`config.mk`:
```
export PLATFORM = sky130hd
export DESIGN_NAME = hdmi_data_island_decoder
export DESIGN_NICKNAME = d
export VERILOG_FILES = /design/src/rtl/hdmi_pkg.sv /design/src/rtl/hdmi_bch8.sv /design/src/rtl/hdmi_data_island_decoder.sv
export SDC_FILE = /design/constraint.sdc
export NUM_CORES = 2
export LEC_CHECK = 0
export ABC_AREA = 1
export CORE_UTILIZATION = 30
export DETAILED_ROUTE_END_ITERATION = 12
export PLACE_DENSITY = 0.6
export SLEW_MARGIN = 20
export SYNTH_ARGS = -nofsm -noshare
export SYNTH_HDL_FRONTEND = slang
export SYNTH_HIERARCHICAL = 1
export SYNTH_SLANG_ARGS = --single-unit
```
`constraint.sdc`:
```
create_clock -name i_pixclk -period 59 [get_ports i_pixclk]
set_clock_uncertainty 0.1 [all_clocks]
set_input_delay 11.8 -clock i_pixclk [delete_from_list [all_inputs] [get_ports i_pixclk]]
set_output_delay 11.8 -clock i_pixclk [all_outputs]
set_load 0.01 [all_outputs]
```
`src/rtl/hdmi_pkg.sv`:
```
// Shared constants, types and the BCH(.., ..) parity step for the HDMI data-island receive path.
package hdmi_pkg;

   // Packet type codes carried in HB0.
   localparam logic [7:0] PKT_ACR   = 8'h01;
   localparam logic [7:0] PKT_AUDIO = 8'h02;
   localparam logic [7:0] PKT_AVI   = 8'h82;
   localparam logic [7:0] PKT_AINFO = 8'h84;

   // Generator for the 8-bit BCH parity used by both header and subpackets.
   localparam logic [7:0] BCH_POLY = 8'hC1;

   // Slot layout of one 32-clock packet.
   localparam int HDR_BITS  = 24;
   localparam int SUB_SLOTS = 28;
   localparam int PKT_SLOTS = 32;

   // Audio sample emitter: idle, or walking the mask of present samples.
   typedef enum logic {
      ST_IDLE,
      ST_EMIT
   } emit_state_e;

   // One BCH step for a single data bit.
   function automatic logic [7:0] bch_step(input logic [7:0] code, input logic b);
      return {code[6:0], 1'b0} ^ ((code[7] ^ b) ? BCH_POLY : 8'h00);
   endfunction

endpackage

```
`src/rtl/hdmi_bch8.sv`:
```
// BCH parity accumulator: steps over data bits, then shifts out the expected
// parity bits MSB-first so the caller can compare them against the received ones.
module hdmi_bch8
   import hdmi_pkg::*;
#(
   parameter int BITS_PER_CLK = 1
)
(
   input  logic                    i_pixclk,
   input  logic                    i_reset,
   input  logic                    i_clear,
   input  logic                    i_en,
   input  logic                    i_shift,
   input  logic [BITS_PER_CLK-1:0] i_bits,
   output logic [BITS_PER_CLK-1:0] o_par
);

   logic [7:0] code_q, code_d;

   // Data phase folds bits in (bit 0 first); parity phase exposes the next expected bits.
   always_comb begin
      // NOTE: default assignment first so every path drives code_d and no latch is inferred.
      code_d = code_q;
      if (i_en) begin
         code_d = i_clear ? 8'h00 : code_q;
         for (int i = 0; i < BITS_PER_CLK; i++) begin
            code_d = bch_step(code_d, i_bits[i]);
         end
      end else if (i_shift) begin
         code_d = code_q << BITS_PER_CLK;
      end
   end

   // Accumulator register.
   always_ff @(posedge i_pixclk or posedge i_reset) begin
      if (i_reset) code_q <= 8'h00;
      else         code_q <= code_d;
   end

   assign o_par = code_q[7 -: BITS_PER_CLK];

endmodule

```
`src/rtl/hdmi_data_island_decoder.sv`:
```
// Data-island packet receiver: reassembles 32-slot packets from TERC4 nibbles,
// checks header/subpacket BCH parity, extracts ACR N/CTS and streams audio samples.
module hdmi_data_island_decoder
   import hdmi_pkg::*;
#(
   parameter int ERR_CNT_W = 16
)
(
   input  logic                 i_pixclk,
   input  logic                 i_reset,
   input  logic                 i_data,
   input  logic [3:0]           i_d0,
   input  logic [3:0]           i_d1,
   input  logic [3:0]           i_d2,
   output logic                 o_hsync,
   output logic                 o_vsync,
   output logic                 o_pkt_valid,
   output logic [23:0]          o_pkt_hdr,
   output logic [223:0]         o_pkt_sub,
   output logic                 o_hdr_err,
   output logic [3:0]           o_sub_err,
   output logic [ERR_CNT_W-1:0] o_err_count,
   output logic [19:0]          o_acr_n,
   output logic [19:0]          o_acr_cts,
   output logic                 o_acr_valid,
   output logic [15:0]          o_audio_l,
   output logic [15:0]          o_audio_r,
   output logic                 o_audio_strobe
);

   localparam logic [4:0] HDR_END   = 5'(HDR_BITS);
   localparam logic [4:0] SUB_END   = 5'(SUB_SLOTS);
   localparam logic [4:0] LAST_SLOT = 5'(PKT_SLOTS - 1);

   logic                 data_q, data_d;
   logic [4:0]           slot_q, slot_d;
   logic [23:0]          hdr_q, hdr_d;
   logic [3:0][55:0]     sub_q, sub_d;
   logic                 hdr_err_q, hdr_err_d;
   logic [3:0]           sub_err_q, sub_err_d;
   logic                 hsync_q, hsync_d, vsync_q, vsync_d;
   logic                 pkt_valid_q, pkt_valid_d;
   logic [23:0]          pkt_hdr_q, pkt_hdr_d;
   logic [3:0][55:0]     pkt_sub_q, pkt_sub_d;
   logic                 pkt_hdr_err_q, pkt_hdr_err_d;
   logic [3:0]           pkt_sub_err_q, pkt_sub_err_d;
   logic [ERR_CNT_W-1:0] err_cnt_q, err_cnt_d;
   logic [19:0]          acr_n_q, acr_n_d, acr_cts_q, acr_cts_d;
   logic                 acr_valid_q, acr_valid_d;
   logic [15:0]          audio_l_q, audio_l_d, audio_r_q, audio_r_d;
   logic                 audio_strobe_q, audio_strobe_d;
   logic [3:0]           mask_q, mask_d;
   emit_state_e          state_q, state_d;

   logic [4:0]           cur_slot;
   logic                 slot_first, pkt_done;
   logic                 hdr_en, hdr_shift, sub_en, sub_shift;
   logic                 hdr_par;
   logic [3:0][1:0]      sub_par;
   logic [3:0]           load_mask;
   logic                 found;

   // Slot of the sample on the inputs now: island start or a cleared first-clock flag resyncs to 0.
   assign cur_slot   = (!data_q || !i_d0[3]) ? 5'd0 : slot_q;
   assign slot_first = i_data && (cur_slot == 5'd0);
   assign pkt_done   = i_data && (cur_slot == LAST_SLOT);
   assign hdr_en     = i_data && (cur_slot < HDR_END);
   assign hdr_shift  = i_data && !(cur_slot < HDR_END);
   assign sub_en     = i_data && (cur_slot < SUB_END);
   assign sub_shift  = i_data && !(cur_slot < SUB_END);

   hdmi_bch8 #(.BITS_PER_CLK(1)) u_hdr_bch (
      .i_pixclk (i_pixclk),
      .i_reset  (i_reset),
      .i_clear  (slot_first),
      .i_en     (hdr_en),
      .i_shift  (hdr_shift),
      .i_bits   (i_d0[2]),
      .o_par    (hdr_par)
   );

   for (genvar k = 0; k < 4; k++) begin : g_sub_bch
      hdmi_bch8 #(.BITS_PER_CLK(2)) u_sub_bch (
         .i_pixclk (i_pixclk),
         .i_reset  (i_reset),
         .i_clear  (slot_first),
         .i_en     (sub_en),
         .i_shift  (sub_shift),
         .i_bits   ({i_d2[k], i_d1[k]}),
         .o_par    (sub_par[k])
      );
   end

   // Packet assembly, parity comparison, completion, ACR capture and error counting.
   always_comb begin
      data_d        = i_data;
      slot_d        = i_data ? cur_slot + 5'd1 : 5'd0;
      hdr_d         = hdr_q;
      sub_d         = sub_q;
      hdr_err_d     = hdr_err_q;
      sub_err_d     = sub_err_q;
      hsync_d       = hsync_q;
      vsync_d       = vsync_q;
      pkt_valid_d   = pkt_done;
      pkt_hdr_d     = pkt_hdr_q;
      pkt_sub_d     = pkt_sub_q;
      pkt_hdr_err_d = pkt_hdr_err_q;
      pkt_sub_err_d = pkt_sub_err_q;
      err_cnt_d     = err_cnt_q;
      acr_n_d       = acr_n_q;
      acr_cts_d     = acr_cts_q;
      acr_valid_d   = 1'b0;
      load_mask     = 4'b0000;

      if (i_data) begin
         hsync_d = i_d0[0];
         vsync_d = i_d0[1];
      end
      if (slot_first) begin
         hdr_err_d = 1'b0;
         sub_err_d = 4'b0000;
      end
      if (hdr_en) hdr_d = {i_d0[2], hdr_q[23:1]};
      if (hdr_shift && (i_d0[2] != hdr_par)) hdr_err_d = 1'b1;
      for (int k = 0; k < 4; k++) begin
         if (sub_en) sub_d[k] = {i_d2[k], i_d1[k], sub_q[k][55:2]};
         if (sub_shift && ({i_d1[k], i_d2[k]} != sub_par[k])) sub_err_d[k] = 1'b1;
      end

      if (pkt_done) begin
         pkt_hdr_d     = hdr_q;
         pkt_sub_d     = sub_q;
         pkt_hdr_err_d = hdr_err_d;
         pkt_sub_err_d = sub_err_d;
         if ((hdr_err_d || (|sub_err_d)) && (err_cnt_q != '1)) err_cnt_d = err_cnt_q + ERR_CNT_W'(1);
         if ((hdr_q[7:0] == PKT_ACR) && !hdr_err_d && !sub_err_d[0]) begin
            acr_cts_d   = {sub_q[0][11:8], sub_q[0][23:16], sub_q[0][31:24]};
            acr_n_d     = {sub_q[0][35:32], sub_q[0][47:40], sub_q[0][55:48]};
            acr_valid_d = 1'b1;
         end
         if ((hdr_q[7:0] == PKT_AUDIO) && !hdr_err_d) load_mask = hdr_q[11:8] & ~sub_err_d;
      end
   end

   // Audio emitter: one strobe per set mask bit, lowest index first, from the presented packet.
   always_comb begin
      state_d        = state_q;
      mask_d         = mask_q;
      audio_l_d      = audio_l_q;
      audio_r_d      = audio_r_q;
      audio_strobe_d = 1'b0;
      found          = 1'b0;
      if (state_q == ST_EMIT) begin
         for (int k = 0; k < 4; k++) begin
            if (!found && mask_q[k]) begin
               found          = 1'b1;
               audio_l_d      = pkt_sub_q[k][23:8];
               audio_r_d      = pkt_sub_q[k][47:32];
               audio_strobe_d = 1'b1;
               mask_d[k]      = 1'b0;
            end
         end
         if (mask_d == 4'b0000) state_d = ST_IDLE;
      end
      if (load_mask != 4'b0000) begin
         mask_d  = load_mask;
         state_d = ST_EMIT;
      end
   end

   // State registers; reset clears everything including partial packets and emission.
   always_ff @(posedge i_pixclk or posedge i_reset) begin
      if (i_reset) begin
         data_q         <= 1'b0;
         slot_q         <= 5'd0;
         hdr_q          <= '0;
         sub_q          <= '0;
         hdr_err_q      <= 1'b0;
         sub_err_q      <= '0;
         hsync_q        <= 1'b0;
         vsync_q        <= 1'b0;
         pkt_valid_q    <= 1'b0;
         pkt_hdr_q      <= '0;
         pkt_sub_q      <= '0;
         pkt_hdr_err_q  <= 1'b0;
         pkt_sub_err_q  <= '0;
         err_cnt_q      <= '0;
         acr_n_q        <= '0;
         acr_cts_q      <= '0;
         acr_valid_q    <= 1'b0;
         audio_l_q      <= '0;
         audio_r_q      <= '0;
         audio_strobe_q <= 1'b0;
         mask_q         <= '0;
         state_q        <= ST_IDLE;
      end else begin
         // NOTE: non-blocking so every flop samples the pre-edge value of the others.
         data_q         <= data_d;
         slot_q         <= slot_d;
         hdr_q          <= hdr_d;
         sub_q          <= sub_d;
         hdr_err_q      <= hdr_err_d;
         sub_err_q      <= sub_err_d;
         hsync_q        <= hsync_d;
         vsync_q        <= vsync_d;
         pkt_valid_q    <= pkt_valid_d;
         pkt_hdr_q      <= pkt_hdr_d;
         pkt_sub_q      <= pkt_sub_d;
         pkt_hdr_err_q  <= pkt_hdr_err_d;
         pkt_sub_err_q  <= pkt_sub_err_d;
         err_cnt_q      <= err_cnt_d;
         acr_n_q        <= acr_n_d;
         acr_cts_q      <= acr_cts_d;
         acr_valid_q    <= acr_valid_d;
         audio_l_q      <= audio_l_d;
         audio_r_q      <= audio_r_d;
         audio_strobe_q <= audio_strobe_d;
         mask_q         <= mask_d;
         state_q        <= state_d;
      end
   end

   assign o_hsync        = hsync_q;
   assign o_vsync        = vsync_q;
   assign o_pkt_valid    = pkt_valid_q;
   assign o_pkt_hdr      = pkt_hdr_q;
   assign o_pkt_sub      = pkt_sub_q;
   assign o_hdr_err      = pkt_hdr_err_q;
   assign o_sub_err      = pkt_sub_err_q;
   assign o_err_count    = err_cnt_q;
   assign o_acr_n        = acr_n_q;
   assign o_acr_cts      = acr_cts_q;
   assign o_acr_valid    = acr_valid_q;
   assign o_audio_l      = audio_l_q;
   assign o_audio_r      = audio_r_q;
   assign o_audio_strobe = audio_strobe_q;

endmodule

```
**Yosys cells after proc, flatten, opt, wreduce, memory -nomap -nowiden**

Cells that the tools add are included.

- $add $sub $neg: 2
- Magnitude comparators: 2
- Equal/unequal tests: 9
- Mux-type cells: 67
- Bitwise logic cells: 20
- Reduce and logical (&&, ||, !) cells: 40

Operator list:

| operator | count |
|---|---|
| $mux 8 | 24 |
| $mux 16 | 8 |
| $xor 8x8->8 | 9 |
| $mux 1 | 28 |
| $mux 4 | 5 |
| $logic_and 1x1->1 | 18 |
| $add 16x1->16 const B | 1 |
| $ne 16x16->1 const B | 1 |
| $lt 5x5->1 const B | 2 |
| $mux 5 | 2 |
| $logic_not 1->1 | 9 |
| $xor 1x1->1 | 9 |
| $eq 8x1->1 const B | 1 |
| $eq 8x2->1 const B | 1 |
| $ne 2x2->1 | 4 |
| $reduce_bool 4->1 | 2 |
| $reduce_and 2->1 | 3 |
| $reduce_bool 2->1 | 3 |
| $add 5x1->5 const B | 1 |
| $eq 5x5->1 const B | 1 |
| $logic_not 5->1 | 1 |
| $and 4x4->4 | 1 |
| $logic_not 4->1 | 1 |
| $not 4->4 | 1 |
| other kinds (3) | 4 |

- Bits in registers: 650
- Input port bits: 15
- Output and inout port bits: 346
- Logic and storage cells: 173

**Depth between registers and ports, before layout**

- Word-level depth: 18
- Mapped depth: 20
- Mapped depth without buffers: 20

**Cells and area by module**

The synthesis kept the hierarchy.

Modules (own cells, without submodules):

| module | instances | cells an instance | area an instance (µm²) | sequential area each (µm²) |
|---|---|---|---|---|
| hdmi_data_island_decoder | 1 | 2553 | 24068.1 | 15264.6 |
| hdmi_bch8 (g_sub_bch[0].u_sub_bch ...) | 4 | 56 | 429.2 | 200.2 |
| hdmi_bch8 (u_hdr_bch) | 1 | 49 | 392.9 | 200.2 |

**Least setup slack after synthesis**

No wires, ideal clock.

- Path type: input port to flip-flop
- Start: in i_d0[3]
- End: reg pkt_sub_err_q[2] (netlist: o_sub_err[2])
- Setup time: 0.137 ns
- Arrival time: 13.353 ns
- Slack: 45.410 ns
- Stages on the path: 11
- Buffers on the path: 2
- Path through: nand2_1 -> nor2_1 -> ha_1 -> inv_1 -> nor3_1 -> ha_1 -> nand2_2 -> inv_1 -> clkbuf_1 -> clkbuf_1 -> a31oi_1

RTL lines:

| element | line | source |
|---|---|---|
| start, declared | hdmi_data_island_decoder.sv:12 | `input logic [3:0] i_d0,` |
| $logic_not 1->1 | hdmi_data_island_decoder.sv:64 | `assign cur_slot = (!data_q \|\| !i_d0[3]) ? 5'd0 : slot_q;` |
| $logic_or 1x1->1 | hdmi_data_island_decoder.sv:64 |  |
| $mux 5 | hdmi_data_island_decoder.sv:64 |  |
| $eq 5x5->1 | hdmi_data_island_decoder.sv:66 | `assign pkt_done = i_data && (cur_slot == LAST_SLOT);` |
| $logic_and 1x1->1 | hdmi_data_island_decoder.sv:66 |  |
| net pkt_done | hdmi_data_island_decoder.sv:56 | `logic slot_first, pkt_done;` |
| end signal, assigned | hdmi_data_island_decoder.sv:210 | `pkt_sub_err_q <= pkt_sub_err_d;` |
| end, declared | hdmi_data_island_decoder.sv:46 | `logic [3:0] pkt_sub_err_q, pkt_sub_err_d;` |

The timed path passes the listed nets, and every way through them passes these cells.
A chain may end at the register's enable or synchronous reset.

**Final worst setup path**

- Start: in i_d0[3]
- End: reg acr_cts_q[10] (netlist: o_acr_cts[10])

- Cells in the longest elaborated chain, start to end: 12

RTL lines:

| element | line | source |
|---|---|---|
| $logic_not 1->1 (*) | hdmi_data_island_decoder.sv:64 |  |
| $logic_or 1x1->1 (*) | hdmi_data_island_decoder.sv:64 |  |
| $mux 5 (*) | hdmi_data_island_decoder.sv:64 |  |
| $lt 5x5->1 | hdmi_data_island_decoder.sv:68 | `assign hdr_shift = i_data && !(cur_slot < HDR_END);` |
| $logic_not 1->1 | hdmi_data_island_decoder.sv:68 |  |
| $logic_and 1x1->1 | hdmi_data_island_decoder.sv:68 |  |
| $logic_and 1x1->1 | hdmi_data_island_decoder.sv:124 | `if (hdr_shift && (i_d0[2] != hdr_par)) hdr_err_d = 1'b1;` |
| $mux 1 | hdmi_data_island_decoder.sv:124 |  |
| $logic_not 1->1 | hdmi_data_island_decoder.sv:136 | `if ((hdr_q[7:0] == PKT_ACR) && !hdr_err_d && !sub_err_d[0]) begin` |
| $logic_and 1x1->1 (2 in a row) | hdmi_data_island_decoder.sv:136 |  |
| $reduce_and 2->1 (no line) (*) | - |  |
| end signal, assigned | hdmi_data_island_decoder.sv:213 | `acr_cts_q <= acr_cts_d;` |
| end, declared | hdmi_data_island_decoder.sv:48 | `logic [19:0] acr_n_q, acr_n_d, acr_cts_q, acr_cts_d;` |

Mark *: on every way between the ends. The rest lies on a longest branch, timed or not.

==> impl_metrics.tcl <==
set metrics [dict create \
    cts-root-buf "clkbuf_16" \
    ios 361 \
    synth_edf_count 0 \
    crit_cells 14 \
    drive_above_1_share_pct 6.97 \
    cts.sinks 650 \
    slowest_stage "inv_1" \
    period_share_pct 26.8 \
    critPathKind "input pin to flip-flop" \
    cts_setup_buffers 0 \
    coreArea_mm2 0.0858 \
    vias 19460 \
    gp_congestion 0.823 \
    synth_area_mm2 0.0262 \
    synth_area_per_cell_um2 9.26 \
    fin_nets 3149 \
    power_uw 1060 \
    synthMuxAreaShare_pct 1.22 \
    synth_area_leaders "dfrtp_1 (62%), nand2_1 (11%), o21ai_0 (10%)" \
    cts_max_level 3 \
    slew_viol_final 0 \
    timing.setup.tns_ps 0 \
    ys_types 37 \
    antenna_found_initial 2 \
    wire_per_inst_um 17.3 \
    synth_most_common_cell "nand2_1" \
    rsz0062_at_grt "false" \
    overflow 0 \
    relSlewSlack_pct 28.5 \
    path_max_fanout 155 \
    p_per_area_mw_per_mm2 31.6 \
    insertion_delay_ps 620 \
    outcome "completed" \
    leakagePower_uw 0.0154 \
    setup_viol 0 \
    cts_resized 0 \
    cts_max_path_buffers 3 \
    yosysTopAreaCellShare_pct 62.1 \
    path_delay_family "simple AND/OR/NAND/NOR gates" \
    drtAntennaViolNets 0 \
    chipHeight_um 297 \
    syn_nets 2845 \
    numPortBuffers 360 \
    synth-xor-area-share_pct 0.669 \
    die_w_um 297 \
    cts_tree "yes" \
    grt.total_usage_pct 16.9 \
    path_common_cell "nand2_1" \
    initialDrtViolationCount 1358 \
    worst-path-buf-inv 3 \
    ys_ff_latch 650 \
    ir_worst_vdd_v 0.0000203 \
    grt_pass1_wl_um 116000 \
    hold-path-cell-count 2 \
    viasPerCell 4.49 \
    required_ps 59350 \
    ys_seq_area_share_pct 62.1 \
    synthCells 2826 \
    synth_compound_area_share_pct 13.1 \
    synthArstFlopShare_pct 100 \
    path_cells "clkdlybuf4s50_1, nand2_1, nor2_1, ha_1, inv_1, nor3_1, ha_1, nand2_8, inv_1, nand2_1, nor3_1, nand2_4, nand2_1, o21ai_1" \
    place_inst 4196 \
    end_kind "flip-flop" \
    synth_top_family_by_area "simple AND/OR/NAND/NOR gates" \
    synth_warnings 6 \
    worstPathArrival_ps 16140 \
    min_period_ps 15780 \
    synth_flop_cell "dfrtp_1" \
    maxCapViolations 0 \
    fmax_mhz 63.4 \
    reg2reg_depth 13 \
    start_util_pct 30.5 \
    dr.pass1.iters 5 \
    cts_buffers 74 \
    dieArea_mm2 0.0884 \
    area_growth_syn_to_layout_pct 27.7 \
    worstSetupStartpointType "input pin" \
    clk_pin_slew_ps 60 \
    stdcell_count 4330 \
    cts_hold_buf 0 \
    ys_top_cells_by_count "nand2_1 (754), dfrtp_1 (650), o21ai_0 (534)" \
    hold_violations 0 \
    synth_fa_ha_area_share_pct 0.191 \
    tightest_slew_ps 1070 \
    hold_class "flip-flop to flip-flop" \
    antenna_cells 0 \
    remaining_drc_errors 0 \
    grt_max_degree 221 \
    synthSimpleGateAreaFrac_pct 15.3 \
    grt_pass1_vias 18983 \
    synth_top_area_cell "dfrtp_1" \
    dpl.hpwl_um 51100 \
    routed_wl_um 74900 \
    num_rows 107 \
    slowest_delay_ps 880 \
]
-- area by class of cell --
class	count	area, um2
Clock buffer	100	2130
Clock inverter	32	487
Fill cell	8495	52400
Inverter	337	1270
Multi-Input combinational cell	1687	8010
Sequential cell	650	16300
Tap cell	1144	1430
Timing Repair Buffer	380	3820
-- metrics by stage --
step | instance area [um2] | utilization [%] | setup slack, ps | hold WS [ps]
after floorplan | 26200 | - | 30020 | 342
after global placement | 30700 | 35.8 | 42680 | 359
after detailed placement | 30700 | 35.8 | 42480 | 360
after CTS | 33400 | 38.9 | 43140 | 376
after global routing | 33400 | 38.9 | 42690 | 393
final | 33400 | 38.9 | 43220 | 372
-- per-layer routing --
metal	vias to the layer above	part of all wire (%)	track usage, %
li1	9622	-	-
met1	9333	45	22.5
met2	412	47	27.5
met3	89	6.2	4.53
met4	4	1.8	3.93
met5	-	0.036	0
-- tightest hold or removal path, delay by kind of cell (launching register included) --
| family | cells | cell delay [ps] |
|---|---|---|
| DFF | 1 | 340 |
| and+or+nand+nor | 2 | 100 |
-- path summary, 6_finish.rpt --
| check | to | slack [ps] | startpoint |
|---|---|---|---|
| max | o_acr_cts[10] | 43220 | i_d0[3] |
| min | o_vsync | 370 | o_vsync |
| max reg2reg | o_acr_cts[10] | 54540 | data_q |
| min reg2reg | o_vsync | 370 | o_vsync |
| max in group asynchronous | o_audio_r[15] | 44220 | i_reset |
| min in group asynchronous | u_hdr_bch/code_q[7] | 11650 | i_reset |
-- cells in the final DEF (no fill, tap or decap), types with 4 or more instances in the layout --
master	n
inv_2	14
a31oi_1	5
ha_1	4
clkbuf_8	14
bufinv_16	11
clkinv_2	12
o31ai_1	5
nor2_1	62
nand4_1	12
o21ai_1	44
o21ai_0	534
mux2i_1	32
nor2_4	10
xor2_1	8
nor2_2	8
clkdlybuf4s50_1	360
clkbuf_16	76
nand2_4	5
nand2_1	753
inv_6	4
xnor2_1	12
nand3_1	75
dfrtp_1	650
nor3_1	6
inv_1	321
o21ai_2	5
buf_4	15
o211ai_1	25
nand2_2	28
clkbuf_1	10
a21oi_1	42
-- flip-flops by register name, summed over array words and instances (netlist names), 4 cells and up --
name	flops
g_sub_bch.u_sub_bch/code_q	32
hdr_q	24
mask_q	4
o_acr_cts	20
o_acr_n	20
o_audio_l	16
o_audio_r	16
o_err_count	16
o_pkt_hdr	24
o_pkt_sub	224
o_sub_err	4
slot_q	5
sub_err_q	4
sub_q	224
u_hdr_bch/code_q	8
-- logic make-up (layout without fill, tap and decap cells) --
group	count (synthesis)	after routing
AND/OR/NAND/NOR	969	969
flip-flops	650	650
buffers and inverters	489	849
AO/OA/AOI/OAI	662	662
multiplexers	32	32
adder cells (fa/ha/maj)	4	4
XOR/XNOR	20	20
-- power breakdown --
group          internal, uW  switching [uW]
registers               477            17.4
clock network           303             190
logic                  20.3            49.4
Note: power is estimated with default switching activity, not from simulation.
